File: src/rtl/dmem_arbiter.sv
// Two-requester round-robin arbiter in front of a single-port data memory.
// One access at a time: IDLE grants, ISSUE drives memory, WAIT covers read latency.
module dmem_arbiter #(
  parameter int unsigned READ_LAT = 1
) (
  input  logic        clk,
  input  logic        reset,
  input  logic        r0_req,
  input  logic        r1_req,
  input  logic        r0_we,
  input  logic        r1_we,
  input  logic [31:0] r0_addr,
  input  logic [31:0] r1_addr,
  input  logic [31:0] r0_wdata,
  input  logic [31:0] r1_wdata,
  output logic        r0_gnt,
  output logic        r1_gnt,
  output logic        r0_rvalid,
  output logic        r1_rvalid,
  output logic [31:0] r0_rdata,
  output logic [31:0] r1_rdata,
  output logic        mem_wren,
  output logic [31:0] mem_addr,
  output logic [31:0] mem_data,
  input  logic [31:0] mem_q,
  output logic        busy
);

  typedef enum logic [1:0] {IDLE, ISSUE, WAIT} state_t;

  localparam logic [1:0] LAST = 2'(READ_LAT - 1);

  state_t      state, state_nxt;
  logic        ptr;
  logic        owner;
  logic        cur_we;
  logic [1:0]  cnt;
  logic        win;
  logic        grant;
  logic        done;
  logic        sel_we;
  logic [31:0] sel_addr;
  logic [31:0] sel_data;

  always_ff @(posedge clk or posedge reset) begin
    if (reset) state <= IDLE;
    else       state <= state_nxt;
  end

  always_comb begin
    state_nxt = state;
    grant     = 1'b0;
    done      = 1'b0;
    win       = (r0_req && r1_req) ? ptr : r1_req;
    sel_we    = win ? r1_we    : r0_we;
    sel_addr  = win ? r1_addr  : r0_addr;
    sel_data  = win ? r1_wdata : r0_wdata;
    case (state)
      IDLE: begin
        // reset gating keeps gnt low while state is forced to IDLE
        if ((r0_req || r1_req) && !reset) begin
          grant     = 1'b1;
          state_nxt = ISSUE;
        end
      end
      ISSUE: state_nxt = cur_we ? IDLE : WAIT;
      WAIT: begin
        if (cnt == LAST) begin
          done      = 1'b1;
          state_nxt = IDLE;
        end
      end
      default: state_nxt = IDLE;
    endcase
    r0_gnt = grant && !win;
    r1_gnt = grant && win;
  end

  assign busy = (state != IDLE);

  always_ff @(posedge clk or posedge reset) begin
    if (reset) begin
      ptr       <= 1'b0;
      owner     <= 1'b0;
      cur_we    <= 1'b0;
      cnt       <= '0;
      mem_wren  <= 1'b0;
      mem_addr  <= '0;
      mem_data  <= '0;
      r0_rvalid <= 1'b0;
      r1_rvalid <= 1'b0;
      r0_rdata  <= '0;
      r1_rdata  <= '0;
    end else begin
      mem_wren  <= 1'b0;
      r0_rvalid <= 1'b0;
      r1_rvalid <= 1'b0;
      if (grant) begin
        owner    <= win;
        ptr      <= ~win;
        cur_we   <= sel_we;
        mem_wren <= sel_we;
        mem_addr <= sel_addr;
        mem_data <= sel_data;
      end
      if (state == WAIT) cnt <= done ? '0 : cnt + 2'd1;
      if (done) begin
        if (owner) begin
          r1_rdata  <= mem_q;
          r1_rvalid <= 1'b1;
        end else begin
          r0_rdata  <= mem_q;
          r0_rvalid <= 1'b1;
        end
      end
    end
  end

endmodule

File: config.mk
export PLATFORM = sky130hd
export DESIGN_NAME = dmem_arbiter
export DESIGN_NICKNAME = d
export VERILOG_FILES = /design/src/rtl/dmem_arbiter.sv
export SDC_FILE = /design/constraint.sdc
export NUM_CORES = 1
export LEC_CHECK = 0
export BUFFER_PORTS_ARGS = -buffer_cell sky130_fd_sc_hd__buf_2
export CAP_MARGIN = 20
export CORE_MARGIN = 5
export CORE_UTILIZATION = 47
export CTS_CLUSTER_DIAMETER = 200
export DETAILED_ROUTE_END_ITERATION = 8
export PLACE_DENSITY = 0.84
export SYNTH_ARGS = -nofsm -noshare
export SYNTH_HDL_FRONTEND = slang
export SYNTH_SLANG_ARGS = --single-unit
File: constraint.sdc
create_clock -name clk -period 6.6 [get_ports clk]
set_input_delay 1.32 -clock clk [delete_from_list [all_inputs] [get_ports clk]]
set_output_delay 1.32 -clock clk [all_outputs]
set_load 0.01 [all_outputs]
# Yosys cells after proc, flatten, opt, wreduce, memory -nomap -nowiden

Cells that the tools add are included.

Register bits: 138
Bits of input ports: 166
Output and inout bits: 134

Add/subtract/negate cells: 1
Equality and inequality tests: 4
Muxes and demuxes: 18
Bitwise gates (word level): 2
Reduce and logical (&&, ||, !) cells: 13

Operators by type and width:

| kind                                                | count |
|---|---|
| 2-to-1 mux 32 bit                                   | 2 |
| 2-to-1 mux 1 bit                                    | 11 |
| 2-to-1 mux 2 bit                                    | 4 |
| case mux 2 bit (3 select lines)                     | 1 |
| AND reduction 2 bit                                 | 3 |
| logical AND 1 bit                                   | 4 |
| zero test 2 bit                                     | 2 |
| inequality test 2 bit, second input constant        | 2 |
| adder 2 x 1 -> 2 bit, second input constant         | 1 |
| equality test 2 x 1 -> 1 bit, second input constant | 1 |
| equality test 2 bit, second input constant          | 1 |
| zero test 1 bit                                     | 2 |
| inverter 1 bit                                      | 2 |
| nonzero test 2 bit                                  | 1 |
| logical OR 1 bit                                    | 1 |

# Longest topological paths before layout

Depth in word-level cells: 5
Mapped depth: 7
Depth with buffers taken out: 5

# Worst setup path before layout

No wires, ideal clock.

Kind: input to output
Start: input reset
End: output r1_gnt
Arrival time: 2.187 ns
Slack: 3.093 ns
Cell stages on the path: 4
Path through: or3_4 > buf_6 > buf_6 > nor3b_2

Word-level cells in the longest chain between the ends: 5

RTL lines:

| item                             | line | text |
|---|---|---|
| start: declaration               | 7    | `input logic reset,` |
| zero test 1 bit (no source line) | --   |  |
| logical AND 1 bit                | 61   | `if ((r0_req \|\| r1_req) && !reset) begin` |
| 2-to-1 mux 1 bit                 | 61   |  |
| 2-to-1 mux 1 bit                 | 58   | `case (state)` |
| logical AND 1 bit                | 76   | `r1_gnt = grant && win;` |
| end: declaration                 | 17   | `output logic r1_gnt,` |

No other way between the ends.

# Worst setup path in the final report

Ends and elaborated chain as after synthesis.

==> results.txt <==
Non-Filler Instances = 942
Initial DRC count = 275
WL per Instance = 18.5 um
Vias per cell = 5.33
Post-Syn Area per Cell = 13.2 sq um
Sw Ratio = 33.3%
Switching pwr = 1.18 mW
TritonRoute pass-1 iters = 4
Routed Wire Length = 17500 um
Power density cells = 429 nW/um^2
Fin. Hold Viols = 0
P_leak = 4.14 nW
Metal-1 WL = 7160 um
CP peak stage delay = 660 ps
Critical path class = primary input to primary output
Most frequent cells in the layout = buf_2, dfrtp_1, nand2_1, a221o_1, nor3_2
Yosys top cell area share = 55.3%
Comb pwr share = 33.5%
Worst-path maximum fanout = 66
CP endpoint = r1_gnt
Slew HR = 35.1%
Initial antenna violation count = 2
Critical path's slowest cell = or3_4
CP Buf/Inv Count = 2
Final Max Tran Viols = 0
DR vias = 5017
CP arrival = 2640 ps
Global-route wire length before repair = 27600 um
Internal power = 2.37 mW
Placed insts = 908
Synth Register Bits = 138
Antenna-violating nets left = 0
Clk root buf = clkbuf_16
Worst setup startpoint = reset
Netlist Area Pre-Place = 6250 sq um
Asr flop ratio synth = 100%
Synth area leaders = dfrtp_1, a221o_1, mux2_4, nor3_2, mux2_2
Met3 wire len = 1550 um
Yosys top cell by area = dfrtp_1
Final period util = 59.9%
RSZ-0062 raised after global routing = false
Die Area = 15700 sq um
GPL Wtd Cong = 0.852
Slew @ Worst Pin = 973 ps
R2R Path End = r0_rdata[28]$_DFFE_PP0P_
Reg power frac = 39.2%
Die Span X = 125 um
Die Y-Extent = 125 um
Vias in the first global route = 5180
# nets final = 918
Top layer in use = met4
Std cell rows = 42
Setup repair bufs after CTS = 0
Pre-CTS setup slack = 2640 ps
Met2 wire length = 8350 um
Mapped Cells = 473
Dpl hpwl = 12400 um
H-tree levels = 4
Synth-to-layout area growth = 32.5%
Most common cell after layout, fill and taps aside = buf_2
Core area = 13100 sq um
Skew final = 14.0 ps
Startpoint Class = primary input
DRC = 0
Worst EP required = 5280 ps
Reg2Reg Setup Slack = 4510 ps
CTS resizes = 0
Starting Density = 47.5%
EDFF count, synth = 0
Final Setup Violations = 0
WP depth = 4
Clock Tree Buf Depth = 2
RR Startpoint = state[1]$_DFFE_PP0P_
Fraction of layout cells with a size suffix above 1 = 57.9%
Gr ovfl total = 0
Worst R2R Path Depth = 3
Inserted Clock Buffers = 17
Yosys warning count = 0
Status = finished, final reports clean
Register area share after synthesis = 55.3%
Synth cell types = 27
Hold_buf cts = 0
Worst hold path class = register to register
Critical path's most frequent cell = buf_2
Clock share of power = 27.3%
CTS clk-pin slew, worst paths = 60 ps
All-Layer GR Usage = 22.0%
CP cell instances = buf_2 > or3_4 > nor3b_2 > buf_2
Primary FF master, synth = dfrtp_1
Ports = 300
Delay-heaviest family, CP = simple AND/OR/NAND/NOR gates
Critical Path Sink Type = primary output
MaxCap Viol Count = 0
Setup TNS Final = 0 ps
Worst setup margin = 2640 ps
Port buffer count = 299
# clock sinks = 138
Fmax = 253 MHz
Min cycle time layout = 3960 ps
Post-synth net total = 640
Clock Latency Late Sink = 410 ps
Largest net degree at the start of global routing = 72
Max IR drop VDD = 0.000185 V
CTS tree = built
==> flip-flops by register name, indices dropped and copies added (netlist names) <==
| signal | cells |
|---|---|
| cnt | 2 |
| cur_we | 1 |
| mem_addr | 32 |
| mem_data | 32 |
| mem_wren | 1 |
| owner | 1 |
| ptr | 1 |
| r0_rdata | 32 |
| r0_rvalid | 1 |
| r1_rdata | 32 |
| r1_rvalid | 1 |
| state | 2 |
==> kinds of logic (layout without fill, tap and decap cells) <==
logic type,count (synthesis),after routing,share of synthesized area [%]
other cells,0,2,0
flops,138,138,55.3
buf+inv,53,344,6.21
mux,64,64,13.3
fa+ha+maj,1,1,0.200
compound gates,72,72,11.0
simple gates,145,145,14.0
==> worst register-to-register path: cells and delay by family (launching register included) <==
kind	cells	cell delay, ps
muxes	1	430
and+or+nand+nor	2	1150
DFF	1	410
==> through the flow <==
step / power, mW / instance area, sq um / hold slack (ps) / utilization [%]
CTS: 3.58 / 8270 / 490 / 62.9
finish: 3.55 / 8270 / 485 / 63.0
global route: 3.75 / 8270 / 510 / 63.0
global placement: 2.55 / 7670 / 470 / 58.4
detailed placement: 2.60 / 7670 / 477 / 58.4
floorplan: 2.09 / 6250 / 482 / -
==> area by class of cell <==
cell class | count | area [sq um]
flip-flops and latches | 138 | 3450
multi-input cells | 282 | 2420
diodes | 2 | 5.00
clock buffers | 17 | 425
well taps | 176 | 220
clock inverters | 15 | 175
repair buffers | 304 | 1530
fillers | 1051 | 4860
inverters | 8 | 35.0
==> how the worst min path moves through the flow <==
| stage | start | to | depth (start not counted) |
|---|---|---|---|
| 6_report | r1_rdata[27]$_DFFE_PP0P_ | r1_rdata[27]$_DFFE_PP0P_ | 1 |
| 5_1_grt | r1_rdata[20]$_DFFE_PP0P_ | r1_rdata[20]$_DFFE_PP0P_ | 1 |
| 4_1_cts | r1_rdata[27]$_DFFE_PP0P_ | r1_rdata[27]$_DFFE_PP0P_ | 1 |
| 3_5_place_dp | r1_rdata[27]$_DFFE_PP0P_ | r1_rdata[27]$_DFFE_PP0P_ | 1 |
| 3_3_place_gp | r1_rdata[16]$_DFFE_PP0P_ | r1_rdata[16]$_DFFE_PP0P_ | 1 |
| 2_1_floorplan | cur_we$_DFFE_PP0P_ | cur_we$_DFFE_PP0P_ | 1 |
==> power groups by stage <==
stage / Clock (mW) / Combinational [mW] / Sequential [mW]
after floorplan: 0 / 0.551 / 1.54
after global placement: 0 / 1.17 / 1.38
after detailed placement: 0 / 1.21 / 1.39
after CTS: 0.988 / 1.21 / 1.39
after global routing: 1.03 / 1.29 / 1.43
final: 0.969 / 1.19 / 1.39
==> synth_stat cells, types with 3 or more instances <==
cell type / instances
nand2_1: 69
nor3_1: 26
a221o_1: 65
buf_6: 14
mux2_1: 7
o21ai_0: 3
buf_12: 4
buf_2: 12
clkbuf_1: 14
inv_1: 8
nor3_2: 40
dfrtp_1: 138
mux2_2: 28
mux2_4: 29
==> layer usage <==
layer	GRT usage, %	vias to the layer above
met2	35.2	257
met1	27.8	2435
met3	7.12	30
met4	8.93	0
met5	0	-
li1	-	2295
(Power assumes the default switching activity.)
